===== src/rtl/uart_tx_frame_if.sv =====
`default_nettype none
// ============================================================================
// Module      : uart_tx_frame_if
// Description : Byte handshake between upstream logic and the serial
//               transmitter (valid/ready with parallel data).
// Revision    : 1.0 - initial release
// ============================================================================
interface uart_tx_frame_if #(
  parameter int DATA_WIDTH = 8
);
  logic                  tx_valid;
  logic [DATA_WIDTH-1:0] tx_data;
  logic                  tx_ready;

  // Upstream side offers bytes.
  modport master (output tx_valid, output tx_data, input tx_ready);
  // Transmitter side accepts bytes.
  modport slave  (input tx_valid, input tx_data, output tx_ready);
endinterface
`default_nettype wire


===== src/rtl/uart_tx_frame.sv =====
`default_nettype none
// ============================================================================
// Module      : uart_tx_frame
// Description : Asynchronous serial transmitter. Frames a byte as start bit,
//               LSB-first data, optional parity and stop bit. Every output is
//               registered; all bit timing is derived from clk.
// Revision    : 1.0 - initial release
// ============================================================================
module uart_tx_frame #(
  parameter int CLKS_PER_BIT = 4,
  parameter int DATA_WIDTH   = 8,
  parameter int PARITY_EN    = 1,
  parameter int PARITY_ODD   = 0
) (
  input  wire logic      clk,
  input  wire logic      rst_n,
  uart_tx_frame_if.slave up,
  output logic           tx,
  output logic           busy
);

  localparam int CYC_W = (CLKS_PER_BIT > 1) ? $clog2(CLKS_PER_BIT) : 1;
  localparam int BIT_W = (DATA_WIDTH > 1) ? $clog2(DATA_WIDTH) : 1;

  localparam logic [CYC_W-1:0] CYC_LAST = CYC_W'(CLKS_PER_BIT - 1);
  localparam logic [BIT_W-1:0] BIT_LAST = BIT_W'(DATA_WIDTH - 1);
  localparam logic [CYC_W-1:0] CYC_ONE  = CYC_W'(1);
  localparam logic [BIT_W-1:0] BIT_ONE  = BIT_W'(1);
  localparam logic             PAR_ON   = (PARITY_EN != 0);
  localparam logic             PAR_INV  = (PARITY_ODD != 0);

  typedef enum logic [2:0] {
    S_IDLE   = 3'd0,
    S_START  = 3'd1,
    S_DATA   = 3'd2,
    S_PARITY = 3'd3,
    S_STOP   = 3'd4
  } state_t;

  state_t                state;
  logic [CYC_W-1:0]      cyc_cnt;
  logic [BIT_W-1:0]      bit_cnt;
  logic [DATA_WIDTH-1:0] shreg;
  logic                  parity_bit;
  logic                  tx_ready_r;
  logic                  bit_end;
  logic [DATA_WIDTH-1:0] shreg_next;

  // Last cycle of the current serial bit; with one clock per bit this is
  // always true because the cycle counter stays at zero.
  assign bit_end    = (cyc_cnt == CYC_LAST);
  assign shreg_next = shreg >> 1;
  assign up.tx_ready = tx_ready_r;

  // Frame sequencer: state, counters and registered line/handshake outputs.
  always_ff @(posedge clk or negedge rst_n) begin
    if (!rst_n) begin
      state      <= S_IDLE;
      cyc_cnt    <= '0;
      bit_cnt    <= '0;
      shreg      <= '0;
      parity_bit <= 1'b0;
      tx         <= 1'b1;
      tx_ready_r <= 1'b1;
      busy       <= 1'b0;
    end else begin
      case (state)
        S_IDLE: begin
          if (up.tx_valid) begin
            // Parity comes from the byte being latched, so later changes
            // on tx_data cannot affect the frame.
            shreg      <= up.tx_data;
            parity_bit <= (^up.tx_data) ^ PAR_INV;
            cyc_cnt    <= '0;
            bit_cnt    <= '0;
            state      <= S_START;
            tx         <= 1'b0;
            tx_ready_r <= 1'b0;
            busy       <= 1'b1;
          end
        end

        S_START: begin
          if (bit_end) begin
            cyc_cnt <= '0;
            state   <= S_DATA;
            tx      <= shreg[0];
          end else begin
            cyc_cnt <= cyc_cnt + CYC_ONE;
          end
        end

        S_DATA: begin
          if (bit_end) begin
            cyc_cnt <= '0;
            if (bit_cnt == BIT_LAST) begin
              bit_cnt <= '0;
              if (PAR_ON) begin
                state <= S_PARITY;
                tx    <= parity_bit;
              end else begin
                state <= S_STOP;
                tx    <= 1'b1;
              end
            end else begin
              // Shift and present the next bit in the same edge so tx
              // stays registered with no gap between data bits.
              bit_cnt <= bit_cnt + BIT_ONE;
              shreg   <= shreg_next;
              tx      <= shreg_next[0];
            end
          end else begin
            cyc_cnt <= cyc_cnt + CYC_ONE;
          end
        end

        S_PARITY: begin
          if (bit_end) begin
            cyc_cnt <= '0;
            state   <= S_STOP;
            tx      <= 1'b1;
          end else begin
            cyc_cnt <= cyc_cnt + CYC_ONE;
          end
        end

        S_STOP: begin
          if (bit_end) begin
            cyc_cnt    <= '0;
            state      <= S_IDLE;
            tx         <= 1'b1;
            tx_ready_r <= 1'b1;
            busy       <= 1'b0;
          end else begin
            cyc_cnt <= cyc_cnt + CYC_ONE;
          end
        end

        default: begin
          state      <= S_IDLE;
          cyc_cnt    <= '0;
          bit_cnt    <= '0;
          tx         <= 1'b1;
          tx_ready_r <= 1'b1;
          busy       <= 1'b0;
        end
      endcase
    end
  end

endmodule
`default_nettype wire


===== src/flat_wrapper.sv =====
// flat-port wrapper written by rule: the top's interface ports become plain ports
module uart_tx_frame_flat 
#(
  parameter int CLKS_PER_BIT = 4,
  parameter int DATA_WIDTH   = 8,
  parameter int PARITY_EN    = 1,
  parameter int PARITY_ODD   = 0
)
  (clk, rst_n, tx, busy, up_tx_valid, up_tx_data, up_tx_ready);
  uart_tx_frame_if #(.DATA_WIDTH(DATA_WIDTH)) up_i ();
  input  wire logic clk;
  input  wire logic rst_n;
  output logic tx;
  output logic busy;
  input wire logic [$bits(up_i.tx_valid)-1:0] up_tx_valid;
  input wire logic [$bits(up_i.tx_data)-1:0] up_tx_data;
  output wire logic [$bits(up_i.tx_ready)-1:0] up_tx_ready;
  assign up_i.tx_valid = up_tx_valid;
  assign up_i.tx_data = up_tx_data;
  assign up_tx_ready = up_i.tx_ready;
  uart_tx_frame #(.CLKS_PER_BIT(CLKS_PER_BIT), .DATA_WIDTH(DATA_WIDTH), .PARITY_EN(PARITY_EN), .PARITY_ODD(PARITY_ODD)) u_core (.clk(clk), .rst_n(rst_n), .up(up_i), .tx(tx), .busy(busy));
endmodule

===== config.mk =====
export PLATFORM = sky130hd
export DESIGN_NAME = uart_tx_frame_flat
export DESIGN_NICKNAME = d
export VERILOG_FILES = /design/src/rtl/uart_tx_frame_if.sv /design/src/rtl/uart_tx_frame.sv /design/src/flat_wrapper.sv
export SDC_FILE = /design/constraint.sdc
export NUM_CORES = 1
export LEC_CHECK = 0
export CAP_MARGIN = 10
export CORE_UTILIZATION = 39
export DETAILED_ROUTE_END_ITERATION = 16
export SLEW_MARGIN = 20
export SYNTH_ARGS = -nofsm -noshare
export SYNTH_HDL_FRONTEND = slang
export SYNTH_SLANG_ARGS = --single-unit

===== constraint.sdc =====
create_clock -name clk -period 3.2 [get_ports clk]
set_clock_uncertainty 0.2 [all_clocks]
set_input_delay 0.96 -clock clk [delete_from_list [all_inputs] [get_ports clk]]
set_output_delay 0.96 -clock clk [all_outputs]
set_load 0.02 [all_outputs]

Word level (Yosys, flattened, before mapping):

Cells that the tools add are included.

* input port bits: 11
* output and inout bits: 3
* logic and storage cells: 67
* register bits: 20

* reduce and logical (&&, ||, !) cells: 13
* eq/ne operators: 14
* bitwise gates (word level): 2
* $add $sub $neg: 2
* multiplexer cells: 28

Operators by type and width (count)
* $mux W3: 9
* $mux W8: 3
* $pmux W8 S2: 1
* $pmux W3 S5: 1
* $ne A2 B1 Y1 const B: 6
* $pmux W3 S3: 1
* $reduce_and A4 Y1: 2
* $reduce_xor A8 Y1: 1
* $mux W1: 7
* $eq A3 B2 Y1 const B: 2
* $eq A3 B3 Y1 const B: 2
* $pmux W1 S3: 2
* $reduce_and A3 Y1: 2
* $reduce_and A6 Y1: 1
* $reduce_or A3 Y1: 2
* $mux W2: 2
* $ne A2 B2 Y1 const B: 2
* $pmux W1 S4: 1
* $pmux W2 S2: 1
* $reduce_or A4 Y1: 1
* $add A3 B1 Y3 const B: 1
* $eq A3 B1 Y1 const B: 1
* $logic_not A3 Y1: 1
* $add A2 B1 Y2 const B: 1
* other kinds (5): 6

Logic depth before layout (Yosys ltp):

* depth after elaboration: 4
* depth in mapped cells: 7
* depth with buffers taken out: 6

Worst setup path after synthesis:

Ideal clock, no wire load.

* kind: in2reg
* from: input up_tx_valid
* to: register u_core.bit_cnt[0]
* path buffers: 0
* stages on the path: 4
* data arrival time: 1.784 ns
* data required time: 2.872 ns
* slack: 1.088 ns
* cells stage by stage: nand2b_1 -> a2bb2oi_1 -> a2bb2oi_2 -> mux2_1

* cells in the longest elaborated chain, start to end: 2

Ends and longest elaborated chain
* start: declaration: RTL line flat_wrapper.sv:15 `input wire logic [$bits(up_i.tx_valid)-1:0] up_tx_valid;`
* $ne A2 B2 Y1 (no line)
* $reduce_and A3 Y1 (no line)
* end signal: assignment: RTL line uart_tx_frame.sv:108 `bit_cnt <= bit_cnt + BIT_ONE;`
* end: declaration: RTL line uart_tx_frame.sv:42 `logic [BIT_W-1:0] bit_cnt;`

Every way passes these cells.
A chain may end at the register's enable or synchronous reset.

Worst setup path after layout:

* from: register u_core.tx_ready_r (netlist: u_core.up.tx_ready)
* to: output up_tx_ready

RTL lines
* start: declaration: RTL line uart_tx_frame.sv:45 `logic tx_ready_r;`
* start signal: assignment: RTL line uart_tx_frame.sv:64 `tx_ready_r <= 1'b1;`
* start signal: assignment: RTL line uart_tx_frame.sv:78 `tx_ready_r <= 1'b0;`
* start signal: assignment: RTL line uart_tx_frame.sv:132 `tx_ready_r <= 1'b1;`
* end: declaration: RTL line flat_wrapper.sv:17 `output wire logic [$bits(up_i.tx_ready)-1:0] up_tx_ready;`

No word-level cell between the ends.

==> metrics.csv <==
metric,value,unit
RSZ-0062 raised after global routing,no,
CP max FO,3,
Initial Util,0.410,
"Arr. time, crit path",1.46,ns
routability cong.,0.741,
worst vdd ir,0.000479,V
Final Cycle Share,0.818,
hold crit path type,reg2reg,
Tmin final,2.62,ns
CP Launch Type,flip-flop,
die height,55.8,µm
Port Buf Inserts,13,
register area share after synthesis,0.445,
Vias/cell,5.31,
CTS tree,done,
Critical Path Max Stage Delay,0.60,ns
IO Pins,14,
Rel. slew slack,0.671,
critical-path cell list,clkdlybuf4s50_1,
Total GRT Usage,0.146,
Crit. End Element,primary output,
post-cts sizing count,0,
Final Instance Count excl. Fillers,156,
fin nets,141,
ys async rst share,1.00,
Fin. Hold Viols,0,
CP Buf/Inv Count,1,
Post-synth EDFFs,0,
P&R area growth vs syn,16.8,%
WL final,2.00,mm
Synth cell types,29,
DRT antenna net count,0,
CORE AREA,0.00276,mm²
Worst R2R Setup Slack,1.13,ns
Slew @ Worst Pin,0.492,ns
clock root buffer,clkbuf_4,
initial antenna violation count,0,
Residual DRC,0,
Leakage,0.605,nW
Mapped Cells,113,
cts hold-fix bufs,0,
ant diodes,0,
row cnt,19,
"Top FF cell, synth",dfrtp_1,
die area,0.00312,mm²
average size of a mapped cell,10.0,µm²
Seq cells post-synth,20,
TritonCTS sink count,20,
Total Power,1.13,mW
fillers,259,
initial drt markers,29,
largest net degree at the start of global routing,21,
cts bufs inserted,3,
Crit-path slowest cell,clkdlybuf4s50_1,
drt wl/cell,12.8,µm
synth warn,0,
status,"complete, no violations",
Worst EP required,2.04,ns
Fmax achieved,382,MHz
Final Max Slew Viols,0,
cell area after synthesis,0.00113,mm²
Via Count,828,
clk buf depth,2,
Worst-path clk slew,0.12,ns
share of layout cells above drive strength 1,0.0960,
kind of cell adding the most delay to the critical path,buffers and inverters,
Hold WS,0.306,ns
Initial DRT Pass Iterations,4,
MaxCap Viol Count,0,
register cell area after layout,503,µm²
Finish-stage setup viols,0,
placed cells,152,
pwr dens,856,mW/mm²
DPL Wire Length,1.52,mm
Post-CTS Setup Repair Bufs,0,
first-pass GRT wire length,3.66,mm
TNS Setup,0,ns
Mapped Nets,128,
Die W,55.8,µm
kind of critical path,reg2out,
GRT overflow,0,
vias in the first global route,868,
area of the multi-input gates,577,µm²
H-tree levels,1,
clk_lat worst skew,0.30,ns
[synthesized netlist by cell type, types with 3 or more instances]
cell type	n	area, µm²
o21ai_0	6	30.0
mux2_1	4	45.0
nand2_1	6	22.5
mux2i_1	10	100
buf_2	4	20.0
ha_1	4	50.1
nand3_1	3	15.0
dfrtp_1	18	450
nor3_1	4	20.0
nor2_1	14	52.6
xnor2_1	7	61.3
a21oi_1	11	55.1
and3_1	3	18.8
[power by group]
group | internal (mW) | switching [mW]
Combinational | 0.225 | 0.236
Clock | 0.127 | 0.0773
Sequential | 0.366 | 0.100
[per-stage QoR]
step	worst slack, ns	utilization	area, µm²
after floorplan	1.09	-	1130
after global placement	0.489	0.460	1270
after detailed placement	0.456	0.460	1270
after CTS	0.559	0.479	1320
after global routing	0.527	0.479	1320
final	0.581	0.479	1320
[state kept, by name, summed over array words and instances (netlist names)]
register            flops
u_core.up.tx_ready      1
u_core.state            3
u_core.tx               1
u_core.bit_cnt          3
u_core.busy             1
u_core.cyc_cnt          2
u_core.shreg            8
u_core.parity_bit       1
[routing by layer]
| metal | global-route usage | vias to the layer above | routed length, µm |
|---|---|---|---|
| li1 | - | 416 | - |
| met1 | 0.175 | 400 | 918 |
| met2 | 0.262 | 10 | 997 |
| met3 | 0.0256 | 2 | 64 |
| met4 | 0.0523 | 0 | 16 |
| met5 | 0 | - | 0 |
[cell families (layout without fill, tap and decap cells)]
group,count (synthesis),count (layout),share of synthesized area
adders and majority gates,4,4,0.0443
DFF,20,20,0.445
xor gates and xnor gates,8,8,0.0620
AOI/OAI and AO/OA,23,23,0.126
and+or+nand+nor,36,36,0.150
buffers and inverters,8,20,0.0443
muxes,14,14,0.128
[path summary, 6_finish.rpt]
path / cells past startpoint / endpoint / from
worst min register to register: 1 / u_core.bit_cnt[1] / u_core.bit_cnt[1]
min in group asynchronous: 2 / u_core.cyc_cnt[1] / rst_n
max in group asynchronous: 2 / u_core.tx / rst_n
worst min-delay path: 1 / u_core.bit_cnt[1] / u_core.bit_cnt[1]
worst max register to register: 7 / u_core.shreg[1] / u_core.bit_cnt[0]
worst max-delay path: 1 / up_tx_ready / u_core.up.tx_ready
[layout make-up]
cell class	instances	share of cell area
multi-input combinational	85	0.437
timing repair buffer	15	0.110
clock buffer	3	0.0171
inverter	1	0.00284
tap	31	0.0294
clock inverter	1	0.0227
sequential	20	0.381
[cells in the final DEF, fill, tap and decap left out, types with 2 or more instances in the layout]
cell	Yosys	routed
mux2_1	4	4
mux2i_1	10	10
nor2_1	14	14
nand3_1	3	3
o21ai_0	6	6
clkdlybuf4s50_1	0	13
xnor2_1	7	7
and3_1	3	3
clkbuf_4	0	3
dfrtp_1	18	18
dfstp_2	2	2
ha_1	4	4
nand3b_1	2	2
nand2_1	6	6
nor3_1	4	4
a21oi_1	11	11
buf_4	0	2
Power figures use the tool's default switching activity.
